$ cat src/rtl/i2c_dac_target_if.sv
// i2c_dac_target_if -- bus bundle for the I2C DAC write target.
//   scl_i, sda_i : raw (asynchronous) I2C clock and data lines seen by the target
//   sda_oe_o     : 1 = target pulls SDA low (open-drain), 0 = released
//   value_o      : last accepted 12-bit DAC code
//   sel_o        : last accepted 3-bit channel/EEPROM select
//   valid_o      : one-cycle pulse when value_o/sel_o update
//   err_o        : one-cycle pulse when a matched frame is aborted
//   busy_o       : high from a matched address until STOP or abort
// slave  : the target's view (drives the status outputs)
// master : the bus/controller side (drives SCL/SDA)
interface i2c_dac_target_if;
  logic        scl_i;
  logic        sda_i;
  logic        sda_oe_o;
  logic [11:0] value_o;
  logic [2:0]  sel_o;
  logic        valid_o;
  logic        err_o;
  logic        busy_o;

  modport slave (
    input  scl_i, sda_i,
    output sda_oe_o, value_o, sel_o, valid_o, err_o, busy_o
  );

  modport master (
    output scl_i, sda_i,
    input  sda_oe_o, value_o, sel_o, valid_o, err_o, busy_o
  );
endinterface

$ cat src/rtl/i2c_dac_target.sv
// i2c_dac_target -- write-only I2C target that receives a 4-byte frame
// (address, command, data-high, data-low) and presents a 12-bit DAC code
// plus a 3-bit select.
//   clk_i : system clock (must run at least OSR_MIN cycles per SCL half-period)
//   rst_i : asynchronous active-high reset
//   bus   : i2c_dac_target_if.slave (SCL/SDA in, SDA pull-down, status outputs)
// Optional feature macro: I2C_TARGET_GLITCH_FILTER_EN -- when defined, each
// synchronised line passes through a 3-sample majority filter (2 extra
// cycles of latency, rejects pulses of one clk_i cycle).
module i2c_dac_target #(
  parameter logic [6:0] ADDR    = 7'h60,
  parameter int         OSR_MIN = 4
) (
  input logic             clk_i,
  input logic             rst_i,
  i2c_dac_target_if.slave bus
);

  // The majority filter needs a level to persist for at least two samples
  // plus one edge-detect cycle inside each SCL half-period.
  if (OSR_MIN < 3) begin : g_osr_check
    $error("i2c_dac_target: OSR_MIN must be at least 3");
  end

  typedef enum logic [2:0] {
    ST_IDLE, ST_ADDR, ST_ACK, ST_CMD, ST_DHI, ST_DLO, ST_WAIT_STOP
  } state_t;

  function automatic logic maj3(input logic a, input logic b, input logic c);
    return (a & b) | (a & c) | (b & c);
  endfunction

  logic   scl_p0, scl_p1, sda_p0, sda_p1;
  logic   scl_f, sda_f, scl_q, sda_q;
  logic   scl_rise, scl_fall, start_det, stop_det;
  state_t state_q, state_n;
  logic   sda_oe_q, sda_oe_n, busy_q, busy_n;
  logic   valid_q, valid_n, err_q, err_n, commit;
  logic [11:0] value_q, pend_val;
  logic [2:0]  sel_q, pend_sel, bit_cnt_q;
  logic [1:0]  byte_idx_q;
  logic [7:0]  sh_q;
  logic        byte_full_q, rx_state, byte_end;

  // Stage p0/p1: two-flop synchronisers, idle-high after reset
  always_ff @(posedge clk_i or posedge rst_i) begin
    if (rst_i) begin
      scl_p0 <= 1'b1;
      scl_p1 <= 1'b1;
      sda_p0 <= 1'b1;
      sda_p1 <= 1'b1;
    end else begin
      scl_p0 <= bus.scl_i;
      scl_p1 <= scl_p0;
      sda_p0 <= bus.sda_i;
      sda_p1 <= sda_p0;
    end
  end

`ifdef I2C_TARGET_GLITCH_FILTER_EN
  logic [1:0] scl_h, sda_h;

  // Stage p2: majority of the current and two previous samples, registered
  always_ff @(posedge clk_i or posedge rst_i) begin
    if (rst_i) begin
      scl_h <= 2'b11;
      sda_h <= 2'b11;
      scl_f <= 1'b1;
      sda_f <= 1'b1;
    end else begin
      scl_h <= {scl_h[0], scl_p1};
      sda_h <= {sda_h[0], sda_p1};
      scl_f <= maj3(scl_p1, scl_h[0], scl_h[1]);
      sda_f <= maj3(sda_p1, sda_h[0], sda_h[1]);
    end
  end
`else
  assign scl_f = scl_p1;
  assign sda_f = sda_p1;
`endif

  // Previous-sample registers for edge and START/STOP detection
  always_ff @(posedge clk_i or posedge rst_i) begin
    if (rst_i) begin
      scl_q <= 1'b1;
      sda_q <= 1'b1;
    end else begin
      scl_q <= scl_f;
      sda_q <= sda_f;
    end
  end

  assign scl_rise  = scl_f & ~scl_q;
  assign scl_fall  = ~scl_f & scl_q;
  assign start_det = scl_f & scl_q & sda_q & ~sda_f;
  assign stop_det  = scl_f & scl_q & ~sda_q & sda_f;
  assign rx_state  = (state_q == ST_ADDR) || (state_q == ST_CMD) ||
                     (state_q == ST_DHI)  || (state_q == ST_DLO);
  // The falling edge after the eighth data bit of a received byte
  assign byte_end  = scl_fall & byte_full_q;

  always_comb begin
    state_n  = state_q;
    sda_oe_n = sda_oe_q;
    busy_n   = busy_q;
    valid_n  = 1'b0;
    err_n    = 1'b0;
    commit   = 1'b0;
    if (start_det || stop_det) begin
      // An abort is a START/STOP on a matched frame before it completed;
      // a completed frame parks in WAIT_STOP and ends cleanly.
      state_n  = start_det ? ST_ADDR : ST_IDLE;
      sda_oe_n = 1'b0;
      busy_n   = 1'b0;
      err_n    = busy_q && (state_q != ST_WAIT_STOP);
    end else begin
      unique case (state_q)
        ST_ADDR: begin
          if (byte_end) begin
            if (sh_q == {ADDR, 1'b0}) begin
              state_n  = ST_ACK;
              sda_oe_n = 1'b1;
              busy_n   = 1'b1;
            end else begin
              state_n = ST_WAIT_STOP;
            end
          end
        end
        ST_CMD, ST_DHI, ST_DLO: begin
          if (byte_end) begin
            state_n  = ST_ACK;
            sda_oe_n = 1'b1;
          end
        end
        ST_ACK: begin
          if (scl_fall) begin
            sda_oe_n = 1'b0;
            unique case (byte_idx_q)
              2'd0: state_n = ST_CMD;
              2'd1: state_n = ST_DHI;
              2'd2: state_n = ST_DLO;
              default: begin
                state_n = ST_WAIT_STOP;
                commit  = 1'b1;
                valid_n = 1'b1;
              end
            endcase
          end
        end
        default: sda_oe_n = 1'b0;
      endcase
    end
  end

  always_ff @(posedge clk_i or posedge rst_i) begin
    if (rst_i) begin
      state_q     <= ST_IDLE;
      sda_oe_q    <= 1'b0;
      busy_q      <= 1'b0;
      valid_q     <= 1'b0;
      err_q       <= 1'b0;
      value_q     <= 12'd0;
      sel_q       <= 3'd0;
      bit_cnt_q   <= 3'd0;
      byte_full_q <= 1'b0;
      byte_idx_q  <= 2'd0;
    end else begin
      state_q  <= state_n;
      sda_oe_q <= sda_oe_n;
      busy_q   <= busy_n;
      valid_q  <= valid_n;
      err_q    <= err_n;
      if (commit) begin
        value_q <= pend_val;
        sel_q   <= pend_sel;
      end
      if (start_det || stop_det) begin
        bit_cnt_q   <= 3'd0;
        byte_full_q <= 1'b0;
        byte_idx_q  <= 2'd0;
      end else begin
        if (rx_state && scl_rise) begin
          bit_cnt_q <= bit_cnt_q + 3'd1;
          if (bit_cnt_q == 3'd7) byte_full_q <= 1'b1;
        end
        if (scl_fall) byte_full_q <= 1'b0;
        if ((state_q == ST_ACK) && scl_fall) byte_idx_q <= byte_idx_q + 2'd1;
      end
    end
  end

  // Shift register and pending fields carry data only; no reset needed
  always_ff @(posedge clk_i) begin
    if (rx_state && scl_rise) sh_q <= {sh_q[6:0], sda_f};
    if (byte_end) begin
      unique case (state_q)
        ST_CMD:  pend_sel       <= sh_q[7:5];
        ST_DHI:  pend_val[11:4] <= sh_q;
        ST_DLO:  pend_val[3:0]  <= sh_q[7:4];
        default: ;
      endcase
    end
  end

  assign bus.sda_oe_o = sda_oe_q;
  assign bus.value_o  = value_q;
  assign bus.sel_o    = sel_q;
  assign bus.valid_o  = valid_q;
  assign bus.err_o    = err_q;
  assign bus.busy_o   = busy_q;

endmodule

$ cat src/flat_wrapper.sv
// flat-port wrapper written by rule: the top's interface ports become plain ports
module i2c_dac_target_flat 
#(
  parameter logic [6:0] ADDR    = 7'h60,
  parameter int         OSR_MIN = 4
)
  (clk_i, rst_i, bus_scl_i, bus_sda_i, bus_sda_oe_o, bus_value_o, bus_sel_o, bus_valid_o, bus_err_o, bus_busy_o);
  i2c_dac_target_if bus_i ();
  input logic clk_i;
  input logic rst_i;
  input wire logic [$bits(bus_i.scl_i)-1:0] bus_scl_i;
  input wire logic [$bits(bus_i.sda_i)-1:0] bus_sda_i;
  output wire logic [$bits(bus_i.sda_oe_o)-1:0] bus_sda_oe_o;
  output wire logic [$bits(bus_i.value_o)-1:0] bus_value_o;
  output wire logic [$bits(bus_i.sel_o)-1:0] bus_sel_o;
  output wire logic [$bits(bus_i.valid_o)-1:0] bus_valid_o;
  output wire logic [$bits(bus_i.err_o)-1:0] bus_err_o;
  output wire logic [$bits(bus_i.busy_o)-1:0] bus_busy_o;
  assign bus_i.scl_i = bus_scl_i;
  assign bus_i.sda_i = bus_sda_i;
  assign bus_sda_oe_o = bus_i.sda_oe_o;
  assign bus_value_o = bus_i.value_o;
  assign bus_sel_o = bus_i.sel_o;
  assign bus_valid_o = bus_i.valid_o;
  assign bus_err_o = bus_i.err_o;
  assign bus_busy_o = bus_i.busy_o;
  i2c_dac_target #(.ADDR(ADDR), .OSR_MIN(OSR_MIN)) u_core (.clk_i(clk_i), .rst_i(rst_i), .bus(bus_i));
endmodule
$ cat config.mk
export PLATFORM = sky130hd
export DESIGN_NAME = i2c_dac_target_flat
export DESIGN_NICKNAME = d
export VERILOG_FILES = /design/src/rtl/i2c_dac_target_if.sv /design/src/rtl/i2c_dac_target.sv /design/src/flat_wrapper.sv
export SDC_FILE = /design/constraint.sdc
export NUM_CORES = 1
export LEC_CHECK = 0
export BUFFER_PORTS_ARGS = -buffer_cell sky130_fd_sc_hd__buf_2
export CAP_MARGIN = 0
export CORE_ASPECT_RATIO = 0.75
export CORE_MARGIN = 2
export CORE_UTILIZATION = 57
export DETAILED_ROUTE_END_ITERATION = 8
export PLACE_DENSITY = 0.79
export SYNTH_ARGS = -nofsm -noshare
export SYNTH_HDL_FRONTEND = slang
export SYNTH_SLANG_ARGS = --single-unit
$ cat constraint.sdc
create_clock -name clk_i -period 2.32 [get_ports clk_i]
set_input_delay 0.116 -clock clk_i [delete_from_list [all_inputs] [get_ports clk_i]]
set_output_delay 0.116 -clock clk_i [all_outputs]
set_load 0.005 [all_outputs]
; ---- Word-level counts from Yosys, hierarchy flattened
; Cells that the tools add are included.
[totals]
ff_bits = 57
in_bits = 4
out_inout_bits = 19
wordCells = 102
[classes]
n_addsub = 2
eq_ne = 14
mux = 29
bitwise_logic = 12
reduce_logical = 25
[ops]
columns = operator, n
row1 = 2-to-1 mux 3 bit, 7
row2 = one-hot mux 3 bit (3 select lines), 2
row3 = 2-to-1 mux 1 bit, 17
row4 = nonzero test 2 bit, 5
row5 = equality test 3 bit (second input constant), 3
row6 = AND 1 bit, 8
row7 = equality test 8 bit (second input constant), 1
row8 = AND reduction 2 bit, 4
row9 = AND reduction 4 bit, 2
row10 = equality test 3 x 2 -> 1 bit (second input constant), 2
row11 = inequality test 3 x 1 -> 1 bit (second input constant), 2
row12 = inequality test 3 bit (second input constant), 2
row13 = nonzero test 3 bit, 2
row14 = OR reduction 3 bit, 2
row15 = logical OR 1 bit, 4
row16 = 2-to-1 mux 2 bit, 2
row17 = NOT 1 bit, 4
row18 = nonzero test 4 bit, 1
row19 = adder 3 x 1 -> 3 bit (second input constant), 1
row20 = equality test 3 x 1 -> 1 bit (second input constant), 1
row21 = logical AND 1 bit, 3
row22 = inequality test 3 x 2 -> 1 bit (second input constant), 1
row23 = one-hot mux 1 bit (3 select lines), 1
row24 = AND reduction 3 bit, 1
row25 = 4 further kinds, 4

; ---- Logic depth before layout (Yosys ltp)
; Gate-level depths: netlist of run 1.
[depth]
depth_word = 8
mapped_depth = 7
mapped_depth_nobuf = 5

; ---- Worst setup path after synthesis of run 1
; OpenSTA, ideal clock, no wires.
[synth_path]
kind = reg2reg
from = register u_core.scl_q
to = register u_core.pend_val[10], enable pin
setup_ns = 0.383
arrival_ns = 1.409
required_ns = 1.937
slack_ns = 0.528
stages_incl_launch_ff = 4
path_buffers = 0
synth_period_minus_slack_ns = 1.792
cell_sequence = dfstp_2 > and2b_2 > nand2_1 > nor3_1
[synth_via]
elab_chain_len = 3
[synth_lines]
columns = element, line
row1 = "start, declared", i2c_dac_target.sv:34  ; logic scl_f, sda_f, scl_q, sda_q;
row2 = "start signal, assigned", i2c_dac_target.sv:88  ; scl_q <= scl_f;
row3 = AND 1 bit, i2c_dac_target.sv:94  ; assign scl_fall = ~scl_f & scl_q;
row4 = AND 1 bit, i2c_dac_target.sv:100  ; assign byte_end = scl_fall & byte_full_q;
row5 = AND reduction 2 bit (no source line), n/a
row6 = "end signal, assigned", i2c_dac_target.sv:198  ; ST_DHI: pend_val[11:4] <= sh_q;
row7 = "end, declared", i2c_dac_target.sv:39  ; logic [11:0] value_q, pend_val;
; No other way between the ends.
; A chain may end at the register's enable or synchronous reset.

; ---- Worst setup path in the final report of run 1
[layout_path]
from = register u_core.scl_p1 (netlist: u_core.scl_f)
to = register u_core.value_q[7] (netlist: u_core.bus.value_o[7])
[layout_via]
elab_chain_len = 5
elab_cells_between_ends = 11
cone_classes = mux: 3 / bitwise: 7 / reduce/logical: 1
[layout_lines]
columns = element, line
row1 = "start, declared", i2c_dac_target.sv:33  ; logic scl_p0, scl_p1, sda_p0, sda_p1;
row2 = "start signal, assigned", i2c_dac_target.sv:54  ; scl_p1 <= scl_p0;
row3 = AND 1 bit / NOT 1 bit (equally long branches), "i2c_dac_target.sv:95, i2c_dac_target.sv:96, i2c_dac_target.sv:94"
row4 = "AND 1 bit, on equally long branches", "i2c_dac_target.sv:95, i2c_dac_target.sv:94, i2c_dac_target.sv:96"
row5 = "AND 1 bit, or another cell as far along", i2c_dac_target.sv:95  ; assign start_det = scl_f & scl_q & sda_q & ~sda_f;
row6 = logical OR 1 bit / 2-to-1 mux 1 bit (equally long branches), "i2c_dac_target.sv:109, i2c_dac_target.sv:117"
row7 = 2-to-1 mux 1 bit (*), i2c_dac_target.sv:109  ; if (start_det || stop_det) begin
row8 = "end signal, assigned", i2c_dac_target.sv:174  ; value_q <= pend_val;
row9 = "end, declared", i2c_dac_target.sv:39
; Every way passes the cells marked *; elsewhere a longest branch is shown, timed or not.

==> metrics.md, run 1 <==
| Metric | Value |
|---|---|
| Outcome | finished, final reports clean |
| Total CTS buffers | 9 |
| TritonCTS clock tree | built |
| Initial antenna violation count | 0 |
| Post-Syn Nets | about 150 |
| # diodes | 0 |
| R2R setup slack | 0.51 ns |
| Placed cell area | approximately 2400 um^2 |
| Final GP Congestion | approximately 0.92 |
| Core area | about 3700 um^2 |
| Worst r2r src | u_core.scl_f |
| Root buf cell | clkbuf_8 |
| Initial Utilization | between 60% and 70% |
| Slew HR | 55.5% |
| #FFs+latches synth | 57 |
| Nets | 188 |
| GRT overflow | 0 |
| Slowest cell on crit path | dfstp_2 |
| Hold Startpoint | u_core.scl_p0 |
| Num ports | 23 |
| Area of the mapped netlist | 2230 um^2 |
| Vias in the first global route | 1278 |
| Hold Crit Class | flop to flop |
| CP Cell Sequence | and2b_2, and3_1, nand2_4, mux2_2 |
| 1st-iter DRT viols | 46 |
| Max frequency | 0.552 GHz |
| Drt pass-1 iters | 4 |
| Synth-to-Final Area Change | 16.0% |
| CP endpoint kind | flop |
| Die area | approximately 4400 um^2 |
| Die Height | a little under 60 um |
| Area leader, netlist | dfrtp_1 |
| RR Endpoint | u_core.bus.value_o[7] |
| Die Width | about 76 um |
| Placed insts | between 200 and 250 |
| WS Path Type | flop to flop |
| Layout fillers | 264 |
| Setup WS post-layout | approximately 0.51 ns |
| Antenna-violating nets left | 0 |
| Clock Sinks | 57 |
| Yosys top cell area share | around a third |
| Post-route design area | between 2000 and 3000 um^2 |
| Synth cell types | 36 |
| Post-synthesis average cell area | about 15 um^2 |
| Skew-Pair Late Insertion Delay | 0.32 ns |
| Final Skew | 0.00744 ns |
| Tcrit/Tclk final | between 70% and 80% |
| Setup TNS | 0 ns |
| Slew @ Worst Pin | 0.667 ns |
| First-pass GRT wire length | between 5000 and 6000 um |
| Port Buffers | 22 |
| Post-layout util | between 60 and 70% |
| Delay-heaviest family, CP | simple AND/OR/NAND/NOR gates |
| Layout cells sized above 1 | between 30% and 40% |
| Detail Placement HPWL | ~2400 um |
| Setup violators final | 0 |
| Vias | around 1300 |
| WHS Endpoint | u_core.scl_f |
| Clk buf depth | 2 |
| Pleak | between 0.001 and 0.0015 uW |
| Crit Path Max Fanout | 16 |
| Routed len/inst | about 15 um |
| Synth Warn # | 0 |
| Via density | 5.44 |
| R2R depth | 4 |
| Power per cell area | ~800 nW/um^2 |
| Startpoint Class | flop |
| H-Tree Depth | 3 |
| Fin crit period | 1.81 ns |
| Hold path cells | 0 |
| Worst VDD drop | 526 uV |
| All-layer global routing usage | ~18% |
| CP max stage delay | approximately 0.57 ns |
| WP buf/inv | 0 |
| RSZ-0062 raised after global routing | no |
| Row count | 19 |
| Hold Fails Final Rpt | 0 |
| Largest net degree at the start of global routing | 19 |
| Maximum capacitance violations | 0 |
| WP data arrival | about 2.0 ns |
| Gates resized, CTS repair | 0 |
| Pre-CTS WS | between 0.5 and 0.6 ns |
| Non-filler cells, final | ~240 |
| Routed wire length | around 3500 um |
| Post-synthesis sequential area ratio | between 60% and 70% |
| Mapped Cells | between 100 and 150 |
| Slew Limit Fails | 0 |
| Clock slew at reported path FFs | 0.05 ns |
| Critical Path RT | between 2 and 3 ns |
| DRC viols | 0 |
| Synth top area cells | dfrtp_1 31%, edfxtp_1 31%, dfstp_2 7.1% |
-- worst max-delay path by stage --
| stage | startpoint | to | slack, ns | cells past startpoint |
|---|---|---|---|---|
| after global routing | u_core.scl_f | u_core.bus.value_o[7] | 0.43 | 4 |
| after floorplan | u_core.scl_q | u_core.pend_val[10] | 0.53 | 3 |
| after CTS | u_core.scl_f | u_core.bus.value_o[7] | 0.50 | 4 |
| after detailed placement | u_core.scl_f | u_core.bus.value_o[7] | 0.52 | 4 |
| after global placement | u_core.scl_f | u_core.bus.value_o[7] | 0.58 | 4 |
| final | u_core.scl_f | u_core.bus.value_o[7] | 0.51 | 4 |
-- layout make-up --
| type | count | area, um^2 | share of cell area, % |
|---|---|---|---|
| clock buffer | 11 | 131 | 5.08 |
| clock inverter | 5 | 46.3 | 1.79 |
| inverter | 7 | 26.3 | 1.02 |
| multi-input combinational | 76 | 607 | 23.5 |
| sequential | 57 | 1550 | 59.9 |
| tap | 52 | 65.1 | 2.51 |
| timing repair buffer | 28 | 163 | 6.29 |
-- worst register-to-register path: stages, from the launching register on --
cell	delay, ns
dfstp_2	0.57
and2b_2	0.26
and3_1	0.24
nand2_4	0.24
mux2_2	0.39
-- where the power goes --
part / total [uW] / switching, uW / internal [uW] / leakage [uW]
Clock: 826 / 343 / 483 / 0.0000898
Combinational: 105 / 52.5 / 53.0 / 0.000451
Sequential: 1130 / 35.2 / 1100 / 0.000655
-- Yosys cell counts --
cell / count
and2b_2: 1
nor4_1: 1
inv_1: 7
edfxtp_1: 23
ha_1: 5
dfrtp_1: 28
nor3_1: 5
o31a_1: 1
nor2_1: 9
a221oi_1: 2
nand2b_1: 3
and3_1: 1
a22oi_1: 1
buf_12: 1
clkbuf_1: 1
buf_6: 1
nand3b_1: 1
nand2_4: 1
dfstp_2: 6
buf_4: 1
nand2_1: 6
o21ai_0: 5
mux2_4: 9
a21oi_1: 4
o41a_1: 1
nand4_1: 1
or2b_1: 1
xnor2_1: 1
a21oi_2: 1
nor2_2: 1
a31oi_1: 2
buf_2: 1
mux2_2: 8
a22o_1: 3
nand3_1: 1
o211ai_1: 1
-- per-layer routing --
layer	part of all wire (%)	global-route usage, %	vias to the layer above	wire length [um]
met3	6.6	6.70	8	231
li1	-	-	596	-
met1	44	21.8	631	1540
met2	48	29.5	50	1680
met4	1.8	11.2	0	63
met5	0	0	-	0
-- state kept, by name, summed over array words and instances, names as in the netlist --
name,flops
u_core.bus.busy_o,1
u_core.bus.sda_oe_o,1
u_core.state_q,3
u_core.sda_f,1
u_core.sh_q,8
u_core.scl_q,1
u_core.sda_q,1
u_core.bus.value_o,12
u_core.bus.valid_o,1
u_core.pend_sel,3
u_core.bus.sel_o,3
u_core.bit_cnt_q,3
u_core.bus.err_o,1
u_core.pend_val,12
u_core.sda_p0,1
u_core.scl_p0,1
u_core.byte_full_q,1
u_core.byte_idx_q,2
u_core.scl_f,1
-- per-stage QoR --
stage / hold WS [ns] / power (uW)
after floorplan: 0.120 / 1220
after global placement: 0.223 / 1240
after detailed placement: 0.223 / 1250
after global routing: 0.358 / 2150
final: 0.355 / 2060
after CTS: 0.357 / 2090
-- layout by cell type (no fill, tap or decap), drive strengths merged, types with 2 or more instances in the layout --
| cell type | n |
|---|---|
| dfrtp | 28 |
| buf | 25 |
| edfxtp | 23 |
| mux2 | 17 |
| clkbuf | 11 |
| nor2 | 10 |
| inv | 7 |
| nand2 | 7 |
| dfstp | 6 |
| nor3 | 5 |
| o21ai | 5 |
| ha | 5 |
| a21oi | 5 |
| clkinv | 4 |
| nand2b | 3 |
| a22o | 3 |
| dlygate4sd3 | 3 |
| a31oi | 2 |
| a221oi | 2 |
-- what timing repair did --
| item | 4_1_cts | 5_1_grt |
|---|---|---|
| hold endpoints to repair | 18 | 0 |
| hold buffers | 3 | 0 |
| setup buffers | 0 | 0 |
-- cells by family (layout without fill, tap and decap cells) --
kind of cell | count (synthesis) | count (layout) | share of synthesized area, %
buf+inv | 12 | 51 | 3.31
fa+ha+maj | 5 | 5 | 2.81
flops | 57 | 57 | 69.5
simple gates | 32 | 32 | 7.41
mux | 17 | 17 | 10.1
compound gates | 21 | 21 | 6.51
xor+xnor | 1 | 1 | 0.393
Power figures use the tool's default switching activity.
==> run 2: changes to the inputs <==
Clock period 2.32 ns to 1.9 ns, I/O delays scaled along.
==> metrics.md, run 2 (same netlist as run 1, synthesis figures left out) <==
| Metric | Value |
|---|---|
| Outcome | finished, final reports clean |
| Root buf cell | clkbuf_8 |
| Synth-to-Final Area Change | 16.3% |
| Drt pass-1 iters | 4 |
| Total CTS buffers | 9 |
| Final GP Congestion | a little over 0.9 |
| Largest net degree at the start of global routing | 35 |
| Initial antenna violation count | 0 |
| CP endpoint kind | flop |
| Tcrit/Tclk final | between 90% and 100% |
| Clock Sinks | 57 |
| Maximum capacitance violations | 0 |
| Antenna-violating nets left | 0 |
| Die Width | roughly 76 um |
| RSZ-0062 raised after global routing | no |
| # Post-CTS Setup Buffers | 0 |
| Port Buffers | 22 |
| Setup TNS | 0 ns |
| Row count | 19 |
| Num ports | 23 |
| Skew-Pair Late Insertion Delay | 0.33 ns |
| Final Skew | around 0.010 ns |
| Clk buf depth | 2 |
| Placed insts | between 200 and 250 |
| Switching Share | 21.2% |
| Gates resized, CTS repair | 0 |
| Die Height | 58.2 um |
| Layout cells sized above 1 | about a third |
| # diodes | 0 |
| H-Tree Depth | 3 |
| First-pass GRT wire length | roughly 6000 um |
| All-layer global routing usage | a little under a fifth |
| NetSw | roughly 540 uW |
| Initial Utilization | roughly three fifths |
| Hold Crit Class | flop to flop |
| Hold-fix buffers, CTS | 3 |
| Fin crit period | 1.81 ns |
| Internal power | between 1500 and 2000 uW |
| Core area | 3710 um^2 |
| Combinational Power Share | roughly 5.3% |
| Slew Limit Fails | 0 |
| WP data arrival | around 2 ns |
| 1st-iter DRT viols | 50 |
| Sequential power share | roughly 55% |
| Hold Fails Final Rpt | 0 |
| Power per cell area | about 1000 nW/um^2 |
| Slew @ Worst Pin | between 0.4 and 0.5 ns |
| Vias | around 1300 |
| Clock network power share | approximately 40% |
| Commonest non-fill, non-tap cell in the layout | dfrtp_1 |
| WS Path Type | flop to flop |
| Max frequency | between 0.5 and 0.6 GHz |
| GRT overflow | 0 |
| Pleak | around 0.0012 uW |
| Vias in the first global route | ~1200 |
| DRC viols | 0 |
| Most frequent cells in the layout | 28 x dfrtp_1, 23 x edfxtp_1, 22 x buf_2 |
| Slew HR | 68.3% |
| Clock slew at reported path FFs | 0.06 ns |
| Via density | approximately 5.3 |
| Startpoint Class | flop |
| Layout fillers | ~260 |
| TritonCTS clock tree | built |
| Routed len/inst | 14.8 um |
| Critical Path RT | 2.10 ns |
| Detail Placement HPWL | around 2300 um |
| Setup violators final | 0 |
| Routed wire length | ~3500 um |
| Worst VDD drop | 692 uV |
| Nets | 189 |
| Non-filler cells, final | approximately 240 |
| Crit Path Max Fanout | 16 |
| Die area | roughly 4400 um^2 |
==> run 2: cell count changes in the layout (fill, tap and decap cells not counted) <==
cell      delta
clkbuf_1     -1
clkinv_1     +2
clkinv_2     -1
buf_4        +1
==> run 2: area by class of cell <==
cell class | instances | area [um^2] | share of cell area [%]
multi-input cells | 76 | 607 | 23.4
flip-flops and latches | 57 | 1550 | 59.7
clock buffers | 10 | 128 | 4.92
clock inverters | 6 | 48.8 | 1.88
inverters | 7 | 26.3 | 1.01
repair buffers | 29 | 170 | 6.56
well taps | 52 | 65.1 | 2.51
==> run 2: power by group through the flow <==
| stage | registers (uW) | clock network [uW] | logic, uW |
|---|---|---|---|
| floorplan | 1390 | 0 | 101 |
| global placement | 1400 | 0 | 120 |
| detailed placement | 1410 | 0 | 132 |
| CTS | 1380 | 1040 | 137 |
| global route | 1390 | 1100 | 150 |
| finish | 1380 | 1010 | 133 |
==> run 2: final timing paths <==
path	start	end	slack, ns	cells after the start
setup / recovery	u_core.scl_f	u_core.bus.value_o[6]	0.09	4
hold / removal	u_core.scl_p0	u_core.scl_f	0.35	0
setup reg to reg	u_core.scl_f	u_core.bus.value_o[6]	0.09	4
hold reg to reg	u_core.scl_p0	u_core.scl_f	0.35	0
max in group asynchronous	rst_i	u_core.scl_f	1.17	4
min in group asynchronous	rst_i	u_core.bus.err_o	0.38	4
==> run 2: critical path, stage by stage, from the launching register on <==
cell and delay, ns:
dfstp_2 0.56, and2b_2 0.26, and3_1 0.24, nand2_4 0.25, mux2_2 0.38
==> run 2: metal layers <==
metal  up-vias  part of all wire (%)  track usage, %
met2        41                    49            29.8
met1       625                    43            22.3
met5         -                     0               0
li1        596                     -               -
met4         0                  0.29            7.27
met3         2                   7.3            10.3
==> run 2: per-stage QoR <==
| step | power [uW] | hold WS (ns) | worst slack [ns] | instance area [um^2] | utilization [%] |
|---|---|---|---|---|---|
| global route | 2640 | 0.359 | 0.0281 | 2590 | 69.9 |
| CTS | 2560 | 0.358 | 0.0805 | 2590 | 69.9 |
| finish | 2530 | 0.355 | 0.0940 | 2590 | 69.9 |
| global placement | 1520 | 0.200 | 0.160 | 2390 | 64.4 |
| detailed placement | 1540 | 0.202 | 0.110 | 2390 | 64.4 |
| floorplan | 1490 | 0.0995 | 0.108 | 2230 | - |
